===== config.mk =====
export PLATFORM = sky130hd
export DESIGN_NAME = int_to_float_conv_flat
export DESIGN_NICKNAME = d
export VERILOG_FILES = /design/src/rtl/int_to_float_conv_if.sv /design/src/rtl/int_to_float_conv.sv /design/src/flat_wrapper.sv
export SDC_FILE = /design/constraint.sdc
export NUM_CORES = 1
export LEC_CHECK = 0
export BUFFER_PORTS_ARGS = -buffer_cell sky130_fd_sc_hd__buf_4
export CAP_MARGIN = 20
export CORE_UTILIZATION = 55
export CTS_CLUSTER_DIAMETER = 50
export CTS_CLUSTER_SIZE = 16
export DETAILED_ROUTE_END_ITERATION = 10
export PLACE_DENSITY = 0.89
export RECOVER_POWER = 50
export SYNTH_ARGS = -nofsm -noshare
export SYNTH_HDL_FRONTEND = slang
export SYNTH_SLANG_ARGS = --single-unit

===== constraint.sdc =====
create_clock -name clock -period 4.2 [get_ports clock]
set_clock_uncertainty 0.05 [all_clocks]
set_input_delay 0 -clock clock [delete_from_list [all_inputs] [get_ports clock]]
set_output_delay 0 -clock clock [all_outputs]
set_load 0.05 [all_outputs]

===== src/rtl/int_to_float_conv_if.sv =====
// Operand/result handshake bundle between an integer producer, the converter and the FPU-side consumer.
interface int_to_float_conv_if;
    logic [31:0] int_in;
    logic        in_valid;
    logic        in_ready;
    logic [31:0] data_out;
    logic        out_valid;
    logic        out_ready;
    logic [3:0]  status_out;

    modport master (
        output int_in, in_valid, out_ready,
        input  in_ready, data_out, out_valid, status_out
    );

    modport slave (
        input  int_in, in_valid, out_ready,
        output in_ready, data_out, out_valid, status_out
    );
endinterface


===== src/rtl/int_to_float_conv.sv =====
// Signed 32-bit integer to FPU operand format {sign, exp[5:0] bias 31, mant[24:0]} with round-to-nearest-even.
// Build option INT2F_FAST_NORM_EN: single-cycle leading-zero normalisation instead of one bit per cycle.
module int_to_float_conv (
    input  logic                      clock,
    input  logic                      reset,
    int_to_float_conv_if.slave        bus
);

    typedef enum logic [1:0] {
        S_IDLE  = 2'd0,
        S_NORM  = 2'd1,
        S_ROUND = 2'd2,
        S_DONE  = 2'd3
    } state_t;

    localparam logic [3:0] ST_EXACT   = 4'b0001;
    localparam logic [3:0] ST_INEXACT = 4'b1000;
    localparam logic [5:0] EXP_TOP    = 6'd62;

    state_t      state_q, state_d;
    logic        sign_q, sign_d;
    logic [31:0] mag_q, mag_d;
    logic [5:0]  exp_q, exp_d;
    logic [31:0] data_q, data_d;
    logic [3:0]  status_q, status_d;
    logic        in_ready_q, in_ready_d;
    logic        out_valid_q, out_valid_d;

    logic [31:0] abs_in;
    logic [24:0] mant_raw;
    logic        guard_bit;
    logic        sticky_bit;
    logic        round_up;
    logic [25:0] mant_sum;
    logic [5:0]  exp_rnd;

`ifdef INT2F_FAST_NORM_EN
    // Leading-zero count of a nonzero magnitude (0..31).
    function automatic logic [4:0] lzc32(input logic [31:0] v);
        logic [4:0] n;
        logic       found;
        n     = 5'd0;
        found = 1'b0;
        for (int i = 31; i >= 0; i--) begin
            if (!found && v[i]) begin
                found = 1'b1;
            end else if (!found) begin
                n = n + 5'd1;
            end else begin
                n = n;
            end
        end
        return n;
    endfunction

    logic [4:0] lz_cnt;
    assign lz_cnt = lzc32(mag_q);
`endif

    // 0x80000000 negates to itself, which is the correct unsigned magnitude.
    assign abs_in     = bus.int_in[31] ? (~bus.int_in + 32'd1) : bus.int_in;
    assign mant_raw   = mag_q[30:6];
    assign guard_bit  = mag_q[5];
    assign sticky_bit = |mag_q[4:0];
    assign round_up   = guard_bit & (sticky_bit | mant_raw[0]);
    assign mant_sum   = {1'b0, mant_raw} + {25'd0, round_up};
    assign exp_rnd    = exp_q + {5'd0, mant_sum[25]};

    // Next-state and datapath for the conversion FSM.
    always_comb begin
        state_d  = state_q;
        sign_d   = sign_q;
        mag_d    = mag_q;
        exp_d    = exp_q;
        data_d   = data_q;
        status_d = status_q;
        case (state_q)
            S_IDLE: begin
                if (bus.in_valid) begin
                    sign_d = bus.int_in[31];
                    mag_d  = abs_in;
                    exp_d  = EXP_TOP;
                    if (abs_in == 32'd0) begin
                        data_d   = 32'd0;
                        status_d = ST_EXACT;
                        state_d  = S_DONE;
                    end else begin
                        state_d  = S_NORM;
                    end
                end else begin
                    state_d = S_IDLE;
                end
            end
            S_NORM: begin
`ifdef INT2F_FAST_NORM_EN
                mag_d   = mag_q << lz_cnt;
                exp_d   = exp_q - {1'b0, lz_cnt};
                state_d = S_ROUND;
`else
                if (mag_q[31]) begin
                    state_d = S_ROUND;
                end else begin
                    mag_d = {mag_q[30:0], 1'b0};
                    exp_d = exp_q - 6'd1;
                end
`endif
            end
            S_ROUND: begin
                // A carry out of the mantissa leaves mant_sum[24:0] at zero.
                data_d   = {sign_q, exp_rnd, mant_sum[24:0]};
                status_d = (guard_bit | sticky_bit) ? ST_INEXACT : ST_EXACT;
                state_d  = S_DONE;
            end
            S_DONE: begin
                if (bus.out_ready) begin
                    state_d = S_IDLE;
                end else begin
                    state_d = S_DONE;
                end
            end
            default: begin
                state_d = S_IDLE;
            end
        endcase
        in_ready_d  = (state_d == S_IDLE);
        out_valid_d = (state_d == S_DONE);
    end

    // State, datapath and output registers with synchronous reset.
    always_ff @(posedge clock) begin
        if (reset) begin
            state_q     <= S_IDLE;
            sign_q      <= 1'b0;
            mag_q       <= 32'd0;
            exp_q       <= 6'd0;
            data_q      <= 32'd0;
            status_q    <= 4'd0;
            in_ready_q  <= 1'b1;
            out_valid_q <= 1'b0;
        end else begin
            state_q     <= state_d;
            sign_q      <= sign_d;
            mag_q       <= mag_d;
            exp_q       <= exp_d;
            data_q      <= data_d;
            status_q    <= status_d;
            in_ready_q  <= in_ready_d;
            out_valid_q <= out_valid_d;
        end
    end

    assign bus.in_ready   = in_ready_q;
    assign bus.out_valid  = out_valid_q;
    assign bus.data_out   = data_q;
    assign bus.status_out = status_q;

endmodule


===== src/flat_wrapper.sv =====
// flat-port wrapper written by rule: the top's interface ports become plain ports
module int_to_float_conv_flat 
  (clock, reset, bus_int_in, bus_in_valid, bus_out_ready, bus_in_ready, bus_data_out, bus_out_valid, bus_status_out);
  int_to_float_conv_if bus_i ();
  input  logic clock;
  input  logic reset;
  input wire logic [$bits(bus_i.int_in)-1:0] bus_int_in;
  input wire logic [$bits(bus_i.in_valid)-1:0] bus_in_valid;
  input wire logic [$bits(bus_i.out_ready)-1:0] bus_out_ready;
  output wire logic [$bits(bus_i.in_ready)-1:0] bus_in_ready;
  output wire logic [$bits(bus_i.data_out)-1:0] bus_data_out;
  output wire logic [$bits(bus_i.out_valid)-1:0] bus_out_valid;
  output wire logic [$bits(bus_i.status_out)-1:0] bus_status_out;
  assign bus_i.int_in = bus_int_in;
  assign bus_i.in_valid = bus_in_valid;
  assign bus_i.out_ready = bus_out_ready;
  assign bus_in_ready = bus_i.in_ready;
  assign bus_data_out = bus_i.data_out;
  assign bus_out_valid = bus_i.out_valid;
  assign bus_status_out = bus_i.status_out;
  int_to_float_conv u_core (.clock(clock), .reset(reset), .bus(bus_i));
endmodule

==> Word-level counts from Yosys, hierarchy flattened <==
Index checks and enable logic that the tools add are counted.
{ "classes": {"addsub": 4, "mul": 0, "div": 0, "magnitude_cmp": 0, "n_eq_ne": 7, "shifts": 0, "n_mux": 19, "bitwise_logic": 4, "reduce_logical": 10} }
{ "ops": {"columns": ["cell", "n"], "rows": [
  ["two-way mux 32 bit", 5],
  ["case mux 32 bit (2 select lines)", 2],
  ["adder 32 x 1 -> 32 bit (second input constant)", 1],
  ["zero test 32 bit", 1],
  ["NOT 32 bit", 1],
  ["adder 25 x 1 -> 26 bit", 1],
  ["two-way mux 4 bit", 3],
  ["two-way mux 6 bit", 2],
  ["case mux 6 bit (2 select lines)", 1],
  ["two-way mux 2 bit", 4],
  ["case mux 2 bit (4 select lines)", 1],
  ["case mux 4 bit (2 select lines)", 1],
  ["adder 6 x 1 -> 6 bit", 1],
  ["equality test 2 bit (second input constant)", 3],
  ["AND reduction 3 bit", 2],
  ["subtractor 6 x 1 -> 6 bit (second input constant)", 1],
  ["OR reduction 5 bit", 1],
  ["zero test 2 bit", 2],
  ["inequality test 2 bit (second input constant)", 2],
  ["AND reduction 2 bit", 2],
  ["nonzero test 2 bit", 2],
  ["equality test 2 x 1 -> 1 bit (second input constant)", 1],
  ["inequality test 2 x 1 -> 1 bit (second input constant)", 1],
  ["bitwise OR 1 bit", 2],
  ["AND 1 bit", 1]
]} }
{ "word_totals": {"regBits": 79, "latch_bits": 0, "ram_bits": 0, "romBits": 0, "input_bits": 36, "out_inout_bits": 38, "word_cells": 53, "memories": 0} }

==> Logic depth before layout (Yosys ltp) <==
{ "depth": {"ltp_word": 8, "ltp_mapped": 14, "ltp_nobuf": 14} }

==> Worst setup path before layout <==
Ideal clock, no wire load.
{ "synth_timing": {"path_kind": "input to register", "start": "input bus_int_in[4]", "end": "register u_core.data_q[22], in the netlist u_core.bus.data_out[22]", "setup_time_ns": 0.123, "t_arrival_ns": 2.819, "required_time_ns": 4.027, "path_slack_ns": 1.208, "stages": 11, "path_buffers": 4, "cell_sequence": "buf_2 > or4_1 > buf_2 > or3_1 > buf_2 > o31a_1 > o311a_1 > a211o_1 > nor4_4 > buf_4 > o21ai_1"} }
{ "synth_via": {"elab_chain_cells": 6} }
{ "synth_lines": {"columns": ["element", "line_no", "rtl"], "rows": [
  ["start: declaration", "flat_wrapper.sv:7", "input wire logic [$bits(bus_i.int_in)-1:0] bus_int_in;"],
  ["NOT 32 bit", "int_to_float_conv.sv:61", "assign abs_in = bus.int_in[31] ? (~bus.int_in + 32'd1) : bus.int_in;"],
  ["adder 32 x 1 -> 32 bit", "int_to_float_conv.sv:61", null],
  ["two-way mux 32 bit (*)", "int_to_float_conv.sv:61", null],
  ["zero test 32 bit (*)", "int_to_float_conv.sv:83", "if (abs_in == 32'd0) begin"],
  ["inequality test 2 x 1 -> 1 bit (no source line) (*)", null, null],
  ["AND reduction 3 bit (no source line) (*)", null, null],
  ["end signal: assignment", "int_to_float_conv.sv:145", "data_q <= data_d;"],
  ["end: declaration", "int_to_float_conv.sv:24", "logic [31:0] data_q, data_d;"]
]} }
Mark *: on every way between the ends. The rest lies on a longest branch, timed or not.
A chain may end at the register's enable or synchronous reset.

==> Final worst setup path <==
{ "layout_timing": {"start": "input bus_int_in[5]", "end": "register u_core.data_q[24], in the netlist u_core.bus.data_out[24]"} }
Same word-level chain as after synthesis.

==> run metrics <==
final hold violations 0; Total Routed Length 12,700 um; Hold Path Class in2reg; Crit path required time 4.37 ns; die span in y 96.6 um; Pleak 0.00195 uW; slew margin rel. 0.161; Placed Area 5430 um^2; placed insts 751; DRC Markers 0; clk slew on worst S/H paths 0.07 ns; Bufs on Longest Clock Path 2; Antenna Cells 0; Yosys warnings 0; WP data arrival 3.77 ns; Num CTS Buffers 9; Slew Limit Fails 0; sequential area share after synthesis 0.313; # setup viols final 0; global-route wire length before repair 20,900 um; maximum VDD drop 0.000217 V; RePlAce Congestion 0.908; fin nets 718; CTS tree built; DR vias/cell 6.16; Final Critical Period 3.60 ns; fin cells 788; crit end category flip-flop; IO Count 74; EDFF count, synth 0; Yosys top cell by area dfxtp_1; port bufs 71; Clock Latency Late Sink 0.35 ns; cells after synthesis 621; core area 8680 um^2; peak fanout along the critical path 36; number of max-cap violations 0; flops & latches, synth 77; PwrDens 377 nW/um^2; DRT iter0 DRCs 319; H-tree Lvls 3; largest net degree at the start of global routing 81; share of cells above drive strength 1 0.0956; final worst-path setup slack 0.599 ns; Fmax 0.278 GHz; area delta synth->final 14.9%; via count 4,853; initial antenna violation count 0; status finished, final reports clean; setup TNS 0 ns; count of cell types in the netlist 56; Main synth FF type dfxtp_1; WS Path Type in2reg; total power 2130 uW; Synth Area per Inst 7.93 um^2; setup bufs post-CTS 0; Slew @ Worst Pin 1.26 ns; GR Overflow Total 0; GR Util All Layers 0.267; Starting Density 0.567; row cnt 34; Mapped Area 4920 um^2; synth top area cells dfxtp_1, a22oi_1, xnor2_1, nand3b_1, nor2_1; drt wl/cell 16.1 um; # fillers 792; top-area cell type share of the netlist area 0.313; fin crit share 0.857; asr flop ratio synth 0; die area 9330 um^2; number of global-route vias before repair 4,388; # clock sinks 77; Detailed Routing Iterations Pass 1 5; Die Width 96.6 um; hpwl dp 8760 um; RSZ-0062 raised after global routing no; dpl ws 0.753 ns; Post-DRT Antenna Nets 0; root buffer cell clkbuf_8; Worst setup SP type input port; final instance area 5660 um^2
worst max-delay path: stages:
cell and delay [ns]:
dlygate4sd3_1 0.54, buf_4 0.16, or4_1 0.59, or3_1 0.59, or4_4 0.62, mux2i_1 0.19
o2111ai_1 0.20, nor4_4 0.32, buf_4 0.41, o21ai_0 0.14
logic make-up after synthesis:
family | Yosys count | synth area share
flip-flops | 77 | 0.313
buffers and inverters | 66 | 0.0551
AND/OR/NAND/NOR | 228 | 0.254
AO/OA/AOI/OAI | 178 | 0.245
multiplexers | 4 | 0.00864
other | 1 | 0.000762
XOR/XNOR | 61 | 0.109
adder cells (fa/ha/maj) | 6 | 0.0152
repair_timing:
action | CTS | global route
resized for setup | 0 | 0
hold buffers | 21 | 0
endpoints found under the hold margin | 21 | 0
cell usage after synthesis (2+ instances only):
library cell  number
dfxtp_1           77
nor2_1            51
a22oi_1           47
clkbuf_1          46
nand2_1           46
xnor2_1           40
nand3b_1          36
a21oi_1           32
o21ai_1           29
xor2_1            21
o21ai_0           15
a221oi_1          13
nand3_1           13
nor3_1            13
or3_1             13
o41ai_1           10
inv_1              9
nand2b_1           9
o31ai_1            9
nand4_1            8
or4_1              7
and3_1             6
ha_1               6
or2_2              6
buf_4              5
buf_2              4
nor4_1             4
a31oi_1            3
nor2b_1            3
o2111ai_1          3
a211o_1            2
a211oi_1           2
and2_1             2
and4_1             2
mux2_2             2
mux2i_1            2
nor4b_1            2
o21a_1             2
o311a_1            2
o31a_1             2
or4b_2             2
final timing paths:
path / startpoint / endpoint / slack, ns / depth (start not counted)
max: bus_int_in[5] / u_core.bus.data_out[24] / 0.60 / 10
min: bus_int_in[9] / u_core.mag_q[9] / 0.02 / 4
max reg2reg: u_core.mag_q[0] / u_core.bus.data_out[30] / 0.99 / 14
min reg2reg: u_core.sign_q / u_core.sign_q / 0.44 / 2
sequential cells by signal, indices dropped and copies added, names as in the netlist:
register               cells
u_core.exp_q               6
u_core.bus.status_out      2
u_core.sign_q              1
u_core.bus.out_valid       1
u_core.bus.in_ready        1
u_core.state_q             2
u_core.bus.data_out       32
u_core.mag_q              32
metrics by stage:
| stage | hold WS (ns) | util |
|---|---|---|
| after floorplan | 0.0535 | - |
| after global placement | 0.179 | 0.623 |
| after detailed placement | 0.178 | 0.626 |
| after CTS | 0.00156 | 0.669 |
| after global routing | 0.0162 | 0.652 |
| final | 0.0155 | 0.652 |
layer usage:
| layer | vias to the layer above | part of all wire | GRT usage |
|---|---|---|---|
| met5 | - | 0 | 0 |
| met4 | 0 | 0.017 | 0.0861 |
| met3 | 19 | 0.065 | 0.0462 |
| met2 | 205 | 0.46 | 0.432 |
| met1 | 2245 | 0.46 | 0.361 |
| li1 | 2384 | - | - |
area by class of cell:
type / instances / area (um^2) / share of cell area
inverters: 10 / 37.5 / 0.00663
clock inverters: 2 / 10.0 / 0.00177
well taps: 108 / 135 / 0.0239
clock buffers: 13 / 149 / 0.0263
multi-input cells: 479 / 3120 / 0.551
repair buffers: 99 / 669 / 0.118
flip-flops and latches: 77 / 1540 / 0.272
report_power, final:
group	total, uW	internal (uW)	switching, uW
logic	698	250	447
registers	958	831	127
clock network	477	226	251
cells in the final DEF (no fill, tap or decap), drive strengths merged, types with 8 or more instances in the layout:
cell type and n:
o41ai 11, xnor2 40, o21ai 44, or4 8, nand3 13, nand2b 9, nand4 8, nor2 51
nand3b 36, o31ai 9, xor2 21, or3 13, buf 39, a22oi 47, clkbuf 52, nand2 46
nor3 13, inv 9, dlygate4sd3 21, a221oi 13, a21oi 32, dfxtp 77
No activity file was read; power rests on OpenSTA's default activity.
